`src/rtl/mul_seq_ctrl.sv`:
```
`timescale 1ns/1ps
`default_nettype none
// ============================================================================
// Module      : mul_seq_ctrl
// Description : Iterative shift-add MUL sequencer for the EX stage; freezes
//               the pipeline while the product is accumulated.
// Revision    : 1.0 - initial release
// ============================================================================
module mul_seq_ctrl #(
    parameter int          WIDTH    = 32,
    parameter int          BPC      = 1,
    parameter logic [3:0]  MUL_CTRL = 4'b0101
) (
    input  logic             clk_i,
    input  logic             rst_i,
    input  logic             valid_i,
    input  logic [3:0]       ALUCtrl_i,
    input  logic [WIDTH-1:0] data1_i,
    input  logic [WIDTH-1:0] data2_i,
    input  logic             flush_i,
    output logic             stall_o,
    output logic             done_o,
    output logic [WIDTH-1:0] result_o
);

    localparam int                N_STEPS = WIDTH / BPC;
    localparam int                CNT_W   = $clog2(N_STEPS + 1);
    localparam logic [CNT_W-1:0]  C_LAST  = CNT_W'(N_STEPS - 1);

    typedef enum logic [1:0] {
        S_IDLE = 2'd0,
        S_BUSY = 2'd1,
        S_DONE = 2'd2
    } state_t;

    state_t             state_q,  state_d;
    logic [WIDTH-1:0]   acc_q,    acc_d;
    logic [WIDTH-1:0]   mcand_q,  mcand_d;
    logic [WIDTH-1:0]   mplier_q, mplier_d;
    logic [CNT_W-1:0]   cnt_q,    cnt_d;
    logic [WIDTH-1:0]   result_q, result_d;
    logic               done_q,   done_d;

    logic               w_req;
    logic [WIDTH-1:0]   w_partial;
    logic [WIDTH-1:0]   w_sum;

    assign w_req = valid_i && (ALUCtrl_i == MUL_CTRL);

    // Partial product of the multiplicand with the low BPC multiplier bits.
    always_comb begin
        w_partial = '0;
        for (int i = 0; i < BPC; i++) begin
            if (mplier_q[i]) begin
                w_partial = w_partial + (mcand_q << i);
            end
        end
    end

    assign w_sum = acc_q + w_partial;

    always_comb begin
        state_d  = state_q;
        acc_d    = acc_q;
        mcand_d  = mcand_q;
        mplier_d = mplier_q;
        cnt_d    = cnt_q;
        result_d = result_q;
        done_d   = 1'b0;
        case (state_q)
            S_IDLE: begin
                if (w_req && !flush_i) begin
                    mcand_d  = data1_i;
                    mplier_d = data2_i;
                    acc_d    = '0;
                    cnt_d    = '0;
                    state_d  = S_BUSY;
                end
            end
            S_BUSY: begin
                if (flush_i) begin
                    state_d = S_IDLE;
                end else begin
                    acc_d    = w_sum;
                    mcand_d  = mcand_q << BPC;
                    mplier_d = mplier_q >> BPC;
                    cnt_d    = cnt_q + 1'b1;
                    if (cnt_q == C_LAST) begin
                        result_d = w_sum;
                        done_d   = 1'b1;
                        state_d  = S_DONE;
                    end
                end
            end
            S_DONE: begin
                // The frozen MUL retires this cycle, so it is never relaunched.
                state_d = S_IDLE;
            end
            default: begin
                state_d = S_IDLE;
            end
        endcase
    end

    always_ff @(posedge clk_i or posedge rst_i) begin
        if (rst_i) begin
            state_q  <= S_IDLE;
            acc_q    <= '0;
            mcand_q  <= '0;
            mplier_q <= '0;
            cnt_q    <= '0;
            result_q <= '0;
            done_q   <= 1'b0;
        end else begin
            state_q  <= state_d;
            acc_q    <= acc_d;
            mcand_q  <= mcand_d;
            mplier_q <= mplier_d;
            cnt_q    <= cnt_d;
            result_q <= result_d;
            done_q   <= done_d;
        end
    end

    assign stall_o  = !rst_i && !flush_i &&
                      (((state_q == S_IDLE) && w_req) || (state_q == S_BUSY));
    assign done_o   = done_q;
    assign result_o = result_q;

endmodule
`default_nettype wire

```
`config.mk`:
```
export PLATFORM = sky130hd
export DESIGN_NAME = mul_seq_ctrl
export DESIGN_NICKNAME = d
export VERILOG_FILES = /design/src/rtl/mul_seq_ctrl.sv
export SDC_FILE = /design/constraint.sdc
export NUM_CORES = 1
export LEC_CHECK = 0
export ABC_AREA = 1
export BUFFER_PORTS_ARGS = -buffer_cell sky130_fd_sc_hd__buf_2
export CAP_MARGIN = 20
export CORE_MARGIN = 2
export CORE_UTILIZATION = 35
export CTS_BUF_LIST = sky130_fd_sc_hd__clkbuf_8 sky130_fd_sc_hd__clkbuf_16
export DETAILED_ROUTE_END_ITERATION = 8
export PLACE_DENSITY_LB_ADDON = 0.15
export SETUP_SLACK_MARGIN = 0.05
export SKIP_CTS_REPAIR_TIMING = 1
export SYNTH_ARGS = -nofsm -noshare
export SYNTH_HDL_FRONTEND = slang
export SYNTH_SLANG_ARGS = --single-unit
```
`constraint.sdc`:
```
create_clock -name clk_i -period 4 [get_ports clk_i]
set_input_delay 0.6 -clock clk_i [delete_from_list [all_inputs] [get_ports clk_i]]
set_output_delay 0.6 -clock clk_i [all_outputs]
set_load 0.01 [all_outputs]
```
==> out/qor.yml, run 1 <==
status: "finished, final reports clean"
power_frac_clock_pct: 30.8
yosysMostFrequentCell: "nand2_1"
cts_buffer_depth: 2
syn-cell-area_mm2: 0.00835
r2r_end: "result_o[31]"
worst_pin_slew_ns: 0.918
cts_root_buf: "clkbuf_16"
die_h_um: 158
max-cap-violations: 0
synth_top_family_by_area: "simple AND/OR/NAND/NOR gates"
crit_path_end_kind: "output port"
die-area_mm2: 0.0251
drt_iter0_markers: 452
reg2reg_depth: 14
combPwrFrac_pct: 33.5
drc: 0
cts.clk_slew.worst_paths_ns: 0.06
ant_nets: 0
fin_crit_ns: 2.89
grt_max_degree: 94
dpl.hpwl_um: 16200
first_pass_iters: 5
synth_top_area_cell: "dfrtp_1"
power_leakage_nw: 5.45
arrival_ns: 2.29
async_flop_share_pct: 100
top_layer: "met5"
fin_nets: 1383
grt_pass1_wl_um: 37100
cp.required_ns: 3.40
numCtsBuffers: 17
fin_skew_ns: 0.0104
wirelength_um: 22300
cts_tree: "done"
hp-class: "input port to asynchronous set/reset pin"
worstReg2RegStart: "mplier_q[0]"
crit_type: "flip-flop to output port"
drive_gt1_share_pct: 12.6
p_int_w: 0.00341
finalHoldViolCount: 0
grt_pass1_vias: 7351
rsz0062_at_grt: "no"
fmax_mhz: 346
p_per_area_mw_per_mm2: 563
r2r_slack_ns: 1.29
synth_cell_types: 34
startpoint_type: "flip-flop"
clock-sinks: 137
p_total_w: 0.00549
yosys_register_bits: 137
via_count: 7458
synth_top_area_share_pct: 41.1
pwr-share-seq_pct: 35.7
peakVddDrop_v: 0.000282
slew_headroom_pct: 38.7
yosysSeqAreaShare_pct: 41.1
synth_nets: 1293
synthToLayoutAreaGrowth_pct: 16.8
die_w_um: 158
fp-row-count: 56
yosys_warnings: 0
gp_congestion: 0.945
overflow: 0
clk_latency_ns: 0.42
synth_edf_count: 0
synthAdderAreaFrac_pct: 5.04
viasPerCell: 4.63
yosys-top-cells-count: "461 x nand2_1, 180 x inv_1, 137 x dfrtp_1, 77 x nor2_1, 66 x nand3_1"
fin_crit_sh_pct: 72.2
synth.avg_cell_area_um2: 7.03
switchingPower_w: 0.00209
p_sw_share_pct: 38.0
worstPathMaxFanout: 40
synth_xor_area_share_pct: 1.68
antenna_found_initial: 4
setup_violations: 0
ys.flop_type: "dfrtp_1"
coreArea_mm2: 0.0235
slew_violations: 0
synth_compound_area_share_pct: 11.2
numPortBuffers: 105
start_util_pct: 35.6
h-tree-depth: 4
synthMuxAreaShare_pct: 0.120
wl_met1_um: 11200
setup_tns_ns: 0
yosys.area_share.simple_pct: 29.8
grtUsageTotal_pct: 18.9
cp-startpoint: "state_q[0]"
wl_met2_um: 9900
synth_area_leaders: "dfrtp_1 41%, nand2_1 21%, inv_1 8.1%"
synth_cells: 1188
pin_count: 106
dr_wl_met3_um: 952
wl_per_cell_um: 13.9
[stage by stage]
| stage | utilization, % | setup slack (ns) | cells | area, µm² | hold WS, ns |
|---|---|---|---|---|---|
| global route | 41.5 | 0.929 | 1610 | 9750 | 0.417 |
| CTS | 41.5 | 1.07 | 1610 | 9750 | 0.400 |
| finish | 41.6 | 1.11 | 1612 | 9760 | 0.364 |
| detailed placement | 38.9 | 1.21 | 1578 | 9130 | 0.458 |
| floorplan | - | 1.69 | 1188 | 8350 | 0.456 |
| global placement | 38.9 | 1.25 | 1578 | 9130 | 0.459 |
[cells in the final DEF (no fill, tap or decap), drive strengths merged, types with 2 or more instances in the layout]
master and instances:
and2 2, nand2 462, diode 2, bufinv 3, nand3 66, a22o 2, clkinv 3, o21ai 59
o21bai 3, xnor2 10, nor2 80, inv 188, nand4 5, dfrtp 137, a31oi 32, nand3b 5
buf 114, clkbuf 19, clkinvlp 3, xor2 6, o211ai 29, ha 32, a21oi 24
[area by class of cell]
cell class              instances  area (µm²)
fillers                      2505       13700
multi-input cells             824        3990
flip-flops and latches        137        3430
inverters                     184         694
repair buffers                114         618
clock buffers                  19         453
well taps                     319         399
clock inverters                13         166
diodes                          2        5.00
[sequential cells by signal (all words and copies together) (netlist names)]
name	cells
mcand_q	32
result_o	32
done_o	1
state_q	2
mplier_q	32
cnt_q	6
acc_q	32
[routing by layer]
| metal | vias up | GRT usage, % |
|---|---|---|
| met1 | 3391 | 26.2 |
| met3 | 21 | 3.73 |
| met2 | 137 | 30.4 |
| met4 | 2 | 4.85 |
| met5 | - | 0 |
| li1 | 3907 | - |
[power by group through the flow]
stage	clock network [W]	registers [W]	logic (W)
after CTS	0.00173	0.00196	0.00185
after global placement	0	0.00198	0.00183
final	0.00169	0.00196	0.00184
after detailed placement	0	0.00198	0.00184
after floorplan	0	0.00190	0.00141
after global routing	0.00178	0.00201	0.00213
[critical path, cell delays in order (launching register included)]
cell and delay, ns:
dfrtp_1 0.37, inv_1 0.09, nor2_4 0.04, inv_2 0.07, nor2_4 0.04, inv_2 0.29
nand2_4 0.09, inv_2 0.63, nor2_1 0.07, buf_2 0.17
[worst max-delay path by stage]
stage,slack (ns),endpoint
floorplan,1.69,acc_q[0]
global placement,1.25,result_o[31]
detailed placement,1.21,result_o[31]
CTS,1.07,stall_o
global route,0.93,stall_o
finish,1.11,stall_o
[cells by family (layout without fill, tap and decap cells)]
kind of cell / count (synthesis) / count (layout)
compound gates: 152 / 152
xor+xnor: 16 / 16
fa+ha+maj: 33 / 33
buf+inv: 227 / 330
flops: 137 / 137
mux: 1 / 1
other cells: 0 / 2
simple gates: 622 / 622
(Power assumes the default switching activity.)
==> inputs of run 2 (changes only) <==
==> constraint.sdc (replaced) <==
create_clock -name clk_i -period 2.6 [get_ports clk_i]
set_input_delay 0.39 -clock clk_i [delete_from_list [all_inputs] [get_ports clk_i]]
set_output_delay 0.39 -clock clk_i [all_outputs]
set_load 0.01 [all_outputs]
==> out/qor.yml, run 2 (synthesized netlist as in run 1, its figures left out) <==
status: "finished, final reports clean"
start_util_pct: 35.6  # unchanged
numCtsBuffers: 17  # unchanged
drive_gt1_share_pct: 12.9  # +0.29 points
dpl.hpwl_um: 16400  # +1.1%
numPortBuffers: 105  # unchanged
clk_latency_ns: 0.43  # about the same
layout_common_cells: "461 x nand2_1, 179 x inv_1, 137 x dfrtp_1"
finalHoldViolCount: 0  # unchanged
fin_skew_ns: 0.0111  # +0.000736 ns
crit_buf_inv: 5  # unchanged
final_cells: 1614  # +0.12%
cts_tree: "done"
die_h_um: 158  # unchanged
setup_violations: 0  # unchanged
wirelength_um: 22700  # +1.6%
peakVddDrop_v: 0.000384  # +36%
grt_pass1_wl_um: 37300  # +0.67%
gp_congestion: 0.939  # -0.61%
r2r_slack_ns: 0.26  # -1.03 ns
rsz0062_at_grt: "yes"
worst_pin_slew_ns: 0.936  # +0.0177 ns
fillers: 2556  # +2.0%
cp.required_ns: 2.21  # -1.19 ns
slew_headroom_pct: 37.6  # -1.1 points
critPathMostFrequentCell: "inv_2"
slew_violations: 0  # unchanged
cts.clk_slew.worst_paths_ns: 0.07  # about the same
synthToLayoutAreaGrowth_pct: 16.7
pin_count: 106  # unchanged
cp_top_family: "buffers and inverters"
hp-class: "input port to asynchronous set/reset pin"
fin_crit_sh_pct: 90.0
arrival_ns: 1.95  # -0.34 ns
crit_path_end_kind: "output port"
first_pass_iters: 5  # unchanged
via_count: 7517  # +0.79%
critPathMaxStageDelay_ns: 0.37  # -0.26 ns
fp-row-count: 56  # unchanged
final_util_pct: 41.5  # -0.043 points
overflow: 0  # unchanged
ant_nets: 0  # unchanged
hold_ws_ns: 0.177  # -0.187 ns
h-tree-depth: 4  # unchanged
crit_type: "flip-flop to output port"
dp_cells: 1580  # +0.13%
power_leakage_nw: 5.44  # about the same
die-area_mm2: 0.0251  # unchanged
cts_root_buf: "clkbuf_16"
post-place-ws_ns: 0.181  # -1.03 ns
antenna_found_initial: 4  # unchanged
die_w_um: 158  # unchanged
grtUsageTotal_pct: 19.2  # +0.23 points
setup_tns_ns: 0  # unchanged
final_common_cell: "nand2_1"
coreArea_mm2: 0.0235  # unchanged
clock-sinks: 137  # unchanged
fmax_mhz: 427
wl_per_cell_um: 14.1  # +1.4%
path_cells: "inv_1 -> nor2_4 -> inv_2 -> nor2_4 -> inv_2 -> nand2_4 -> inv_2 -> nor2_1 -> buf_2"
viasPerCell: 4.66  # +0.67%
worstPathMaxFanout: 19  # -53%
layout_setup_ws_ns: 0.259  # -0.854 ns
fin_crit_ns: 2.34
grt_pass1_vias: 7266  # -1.2%
fin_nets: 1385  # +0.14%
drt_iter0_markers: 485  # +7.3%
startpoint_type: "flip-flop"
max-cap-violations: 0  # unchanged
grt_max_degree: 138  # +47%
drc: 0  # unchanged
crit_path_top_delay_cell: "dfrtp_1"
cts_buffer_depth: 2  # unchanged
p_per_area_mw_per_mm2: 856  # +52%
## run 2: cell type report
class | count | area (µm²) | area share, %
tap | 319 | 399 | 4.10
multi-input combinational | 824 | 3990 | 41.0
sequential | 137 | 3430 | 35.2
inverter | 184 | 694 | 7.13
timing repair buffer | 116 | 633 | 6.50
antenna | 2 | 5.00 | 0.0514
clock buffer | 18 | 439 | 4.51
clock inverter | 14 | 153 | 1.57
## run 2: tightest hold or removal path, delay by kind of cell
kind / cells / cell delay [ns]
buf+inv: 3 / 0.73
## run 2: path summary, 6_finish.rpt
path / from / cells after the start / to
min in group clk_i: data2_i[14] / 3 / mplier_q[14]
setup reg to reg: mplier_q[0] / 14 / acc_q[30]
max in group asynchronous: rst_i / 3 / acc_q[26]
setup / recovery: state_q[0] / 9 / stall_o
hold reg to reg: result_o[2] / 2 / result_o[2]
hold / removal: rst_i / 3 / acc_q[4]
## run 2: stage by stage
| stage | cell area (µm²) | power, W |
|---|---|---|
| after floorplan | 8350 | 0.00508 |
| after global placement | 9150 | 0.00590 |
| after detailed placement | 9150 | 0.00592 |
| after CTS | 9740 | 0.00843 |
| after global routing | 9740 | 0.00899 |
| final | 9750 | 0.00834 |
## run 2: routing by layer
layer / GRT usage [%] / wire length (µm) / share of wire (%)
met5: 0 / 13 / 0.057
met4: 5.92 / 370 / 1.6
met3: 3.65 / 938 / 4.1
met2: 30.0 / 10000 / 44
met1: 26.9 / 11400 / 50
## run 2: power by group
part	switching, W	internal (W)
Clock	0.00108	0.00139
Sequential	0.000349	0.00266
Combinational	0.00185	0.00102
==> inputs of run 3 (changes only) <==
--- a/config.mk
+++ b/config.mk
@@ -9,7 +9,7 @@
 export BUFFER_PORTS_ARGS = -buffer_cell sky130_fd_sc_hd__buf_2
 export CAP_MARGIN = 20
 export CORE_MARGIN = 2
-export CORE_UTILIZATION = 35
+export CORE_UTILIZATION = 59
 export CTS_BUF_LIST = sky130_fd_sc_hd__clkbuf_8 sky130_fd_sc_hd__clkbuf_16
 export DETAILED_ROUTE_END_ITERATION = 8
 export PLACE_DENSITY_LB_ADDON = 0.15
==> constraint.sdc (replaced) <==
create_clock -name clk_i -period 2.24 [get_ports clk_i]
set_input_delay 0.336 -clock clk_i [delete_from_list [all_inputs] [get_ports clk_i]]
set_output_delay 0.336 -clock clk_i [all_outputs]
set_load 0.05 [all_outputs]
==> out/qor.yml, run 3 (synthesized netlist as in run 1, its figures left out) <==
worst_pin_slew_ns: 0.863  # -0.0733 ns
violations: "negative hold slack"
synthToLayoutAreaGrowth_pct: 25.2
cp.required_ns: 2.53  # +0.32 ns
slew_violations: 0  # unchanged
startpoint_type: "flip-flop"
r2r_slack_ns: 0.08  # -0.18 ns
cp_top_family: "simple AND/OR/NAND/NOR gates"
drt_iter0_markers: 607  # +25%
design_area_mm2: 0.0105  # +7.3%
numCtsBuffers: 17  # unchanged
setup_violations: 0  # unchanged
slew_headroom_pct: 42.5  # +4.9 points
grtUsageMet3_pct: 5.44  # +1.8 points
layout_common_cells: "425 x nand2_1, 176 x inv_1, 136 x dfrtp_1"
grt_pass1_wl_um: 34000  # -8.8%
worstPathMaxFanout: 6  # -13
fin_nets: 1412  # +1.9%
fin_crit_ns: 2.16
crit_path_end_kind: "flip-flop"
max-cap-violations: 0  # unchanged
grtUsageTotal_pct: 29.0  # +9.8 points
start_util_pct: 60.4  # +25 points
fillers: 1043  # -59%
die-area_mm2: 0.0151  # -40%
setup_tns_ns: 0  # unchanged
viasPerCell: 5.34  # +15%
cp-startpoint: "mplier_q[0]"
drc: 0  # unchanged
h-tree-depth: 4  # unchanged
p_per_area_mw_per_mm2: 1050  # +22%
status: "finished, violations left"
crit_buf_inv: 3  # -2
die_h_um: 123  # -22%
arrival_ns: 2.45  # +0.50 ns
fin_crit_sh_pct: 96.4
power_leakage_nw: 5.61  # +3.0%
cts_tree: "done"
pin_count: 106  # unchanged
first_pass_iters: 6  # +1
met1_usage_pct: 41.6  # +15 points
die_w_um: 123  # -22%
crit_path_top_delay_cell: "dfrtp_2"
antenna_found_initial: 0  # -4
fmax_mhz: 463
numPortBuffers: 105  # unchanged
fin_skew_ns: 0.00916  # -0.00193 ns
rsz0062_at_grt: "yes"
clock-sinks: 137  # unchanged
hold_ws_ns: -0.0148  # -0.191 ns
critPathMostFrequentCell: "nand2_1"
fp-row-count: 43  # -23%
cts.clk_slew.worst_paths_ns: 0.06  # about the same
finalHoldViolCount: 22  # +22
met2_usage_pct: 44.8  # +15 points
worstReg2RegStart: "mplier_q[0]"
via_count: 8008  # +6.5%
overflow: 0  # unchanged
dpl.hpwl_um: 15100  # -8.1%
crit_type: "flip-flop to flip-flop"
cts_buffer_depth: 2  # unchanged
gp_congestion: 0.942  # +0.32%
final_common_cell: "nand2_1"
ant_nets: 0  # unchanged
coreArea_mm2: 0.0138  # -41%
top_usage_layer: "met2"
placed_area_mm2: 0.00919  # +0.42%
drive_gt1_share_pct: 23.7  # +11 points
path_cells: "nand2_1 -> inv_1 -> ha_1 -> nand2_2 -> inv_1 -> nand2_1 -> nand2_1 -> a21oi_2 -> nand2_2 -> xnor2_2 -> buf_4 -> o21ai_1"
cts_root_buf: "clkbuf_16"
wirelength_um: 22100  # -2.5%
peakVddDrop_v: 0.000562  # +46%
hp-class: "input port to asynchronous set/reset pin"
grt_max_degree: 127  # -8.0%
num_antenna_cells: 0  # -2
grt_pass1_vias: 7181  # -1.2%
clk_latency_ns: 0.42  # about the same
wl_per_cell_um: 14.7  # +4.9%
critPathMaxStageDelay_ns: 0.46  # +0.09 ns
[run 3: final cells by class]
| cell class | instances | area, µm² | share of cell area, % |
|---|---|---|---|
| Tap cell | 180 | 225 | 2.15 |
| Clock buffer | 19 | 453 | 4.33 |
| Timing Repair Buffer | 143 | 863 | 8.26 |
| Inverter | 184 | 699 | 6.69 |
| Clock inverter | 13 | 118 | 1.13 |
| Sequential cell | 137 | 3430 | 32.8 |
| Multi-Input combinational cell | 824 | 4660 | 44.6 |
[run 3: worst paths after layout]
| kind | endpoint | cells past startpoint |
|---|---|---|
| min reg2reg | result_o[2] | 2 |
| max reg2reg | result_o[13] | 12 |
| max | result_o[13] | 12 |
| max in group asynchronous | cnt_q[3] | 3 |
| min in group clk_i | mplier_q[15] | 3 |
| min | acc_q[11] | 2 |
[run 3: worst register-to-register path, cell delays in order (launching register included)]
cell     delay (ns)
dfrtp_2        0.46
nand2_1        0.12
inv_1          0.05
ha_1           0.37
nand2_2        0.16
inv_1          0.05
nand2_1        0.07
nand2_1        0.07
a21oi_2        0.14
nand2_2        0.11
xnor2_2        0.25
buf_4          0.15
o21ai_1        0.05
[run 3: power by group]
| part | leakage, nW | switching, W | internal, W |
|---|---|---|---|
| Sequential | 1.71 | 0.000508 | 0.00308 |
| Combinational | 3.63 | 0.00268 | 0.00196 |
| Clock | 0.274 | 0.00112 | 0.00159 |
| Total | 5.61 | 0.00432 | 0.00664 |
[run 3: metrics by stage]
stage	hold WS (ns)	util, %	power [W]	setup slack, ns	std cells
CTS	-0.00233	70.6	0.00986	-0.189	1498
global route	0.0308	75.6	0.0116	-0.0496	1500
detailed placement	0.453	66.4	0.00712	-0.185	1466
finish	-0.0148	75.6	0.0110	0.0807	1500
floorplan	0.456	-	0.00594	0.135	1188
global placement	0.447	66.4	0.00706	-0.123	1466
[run 3: metal layers]
layer / wire length (µm) / vias up
met1: 10000 / 3700
met5: 0 / -
li1: - / 3959
met4: 473 / 0
met2: 10100 / 305
met3: 1530 / 44
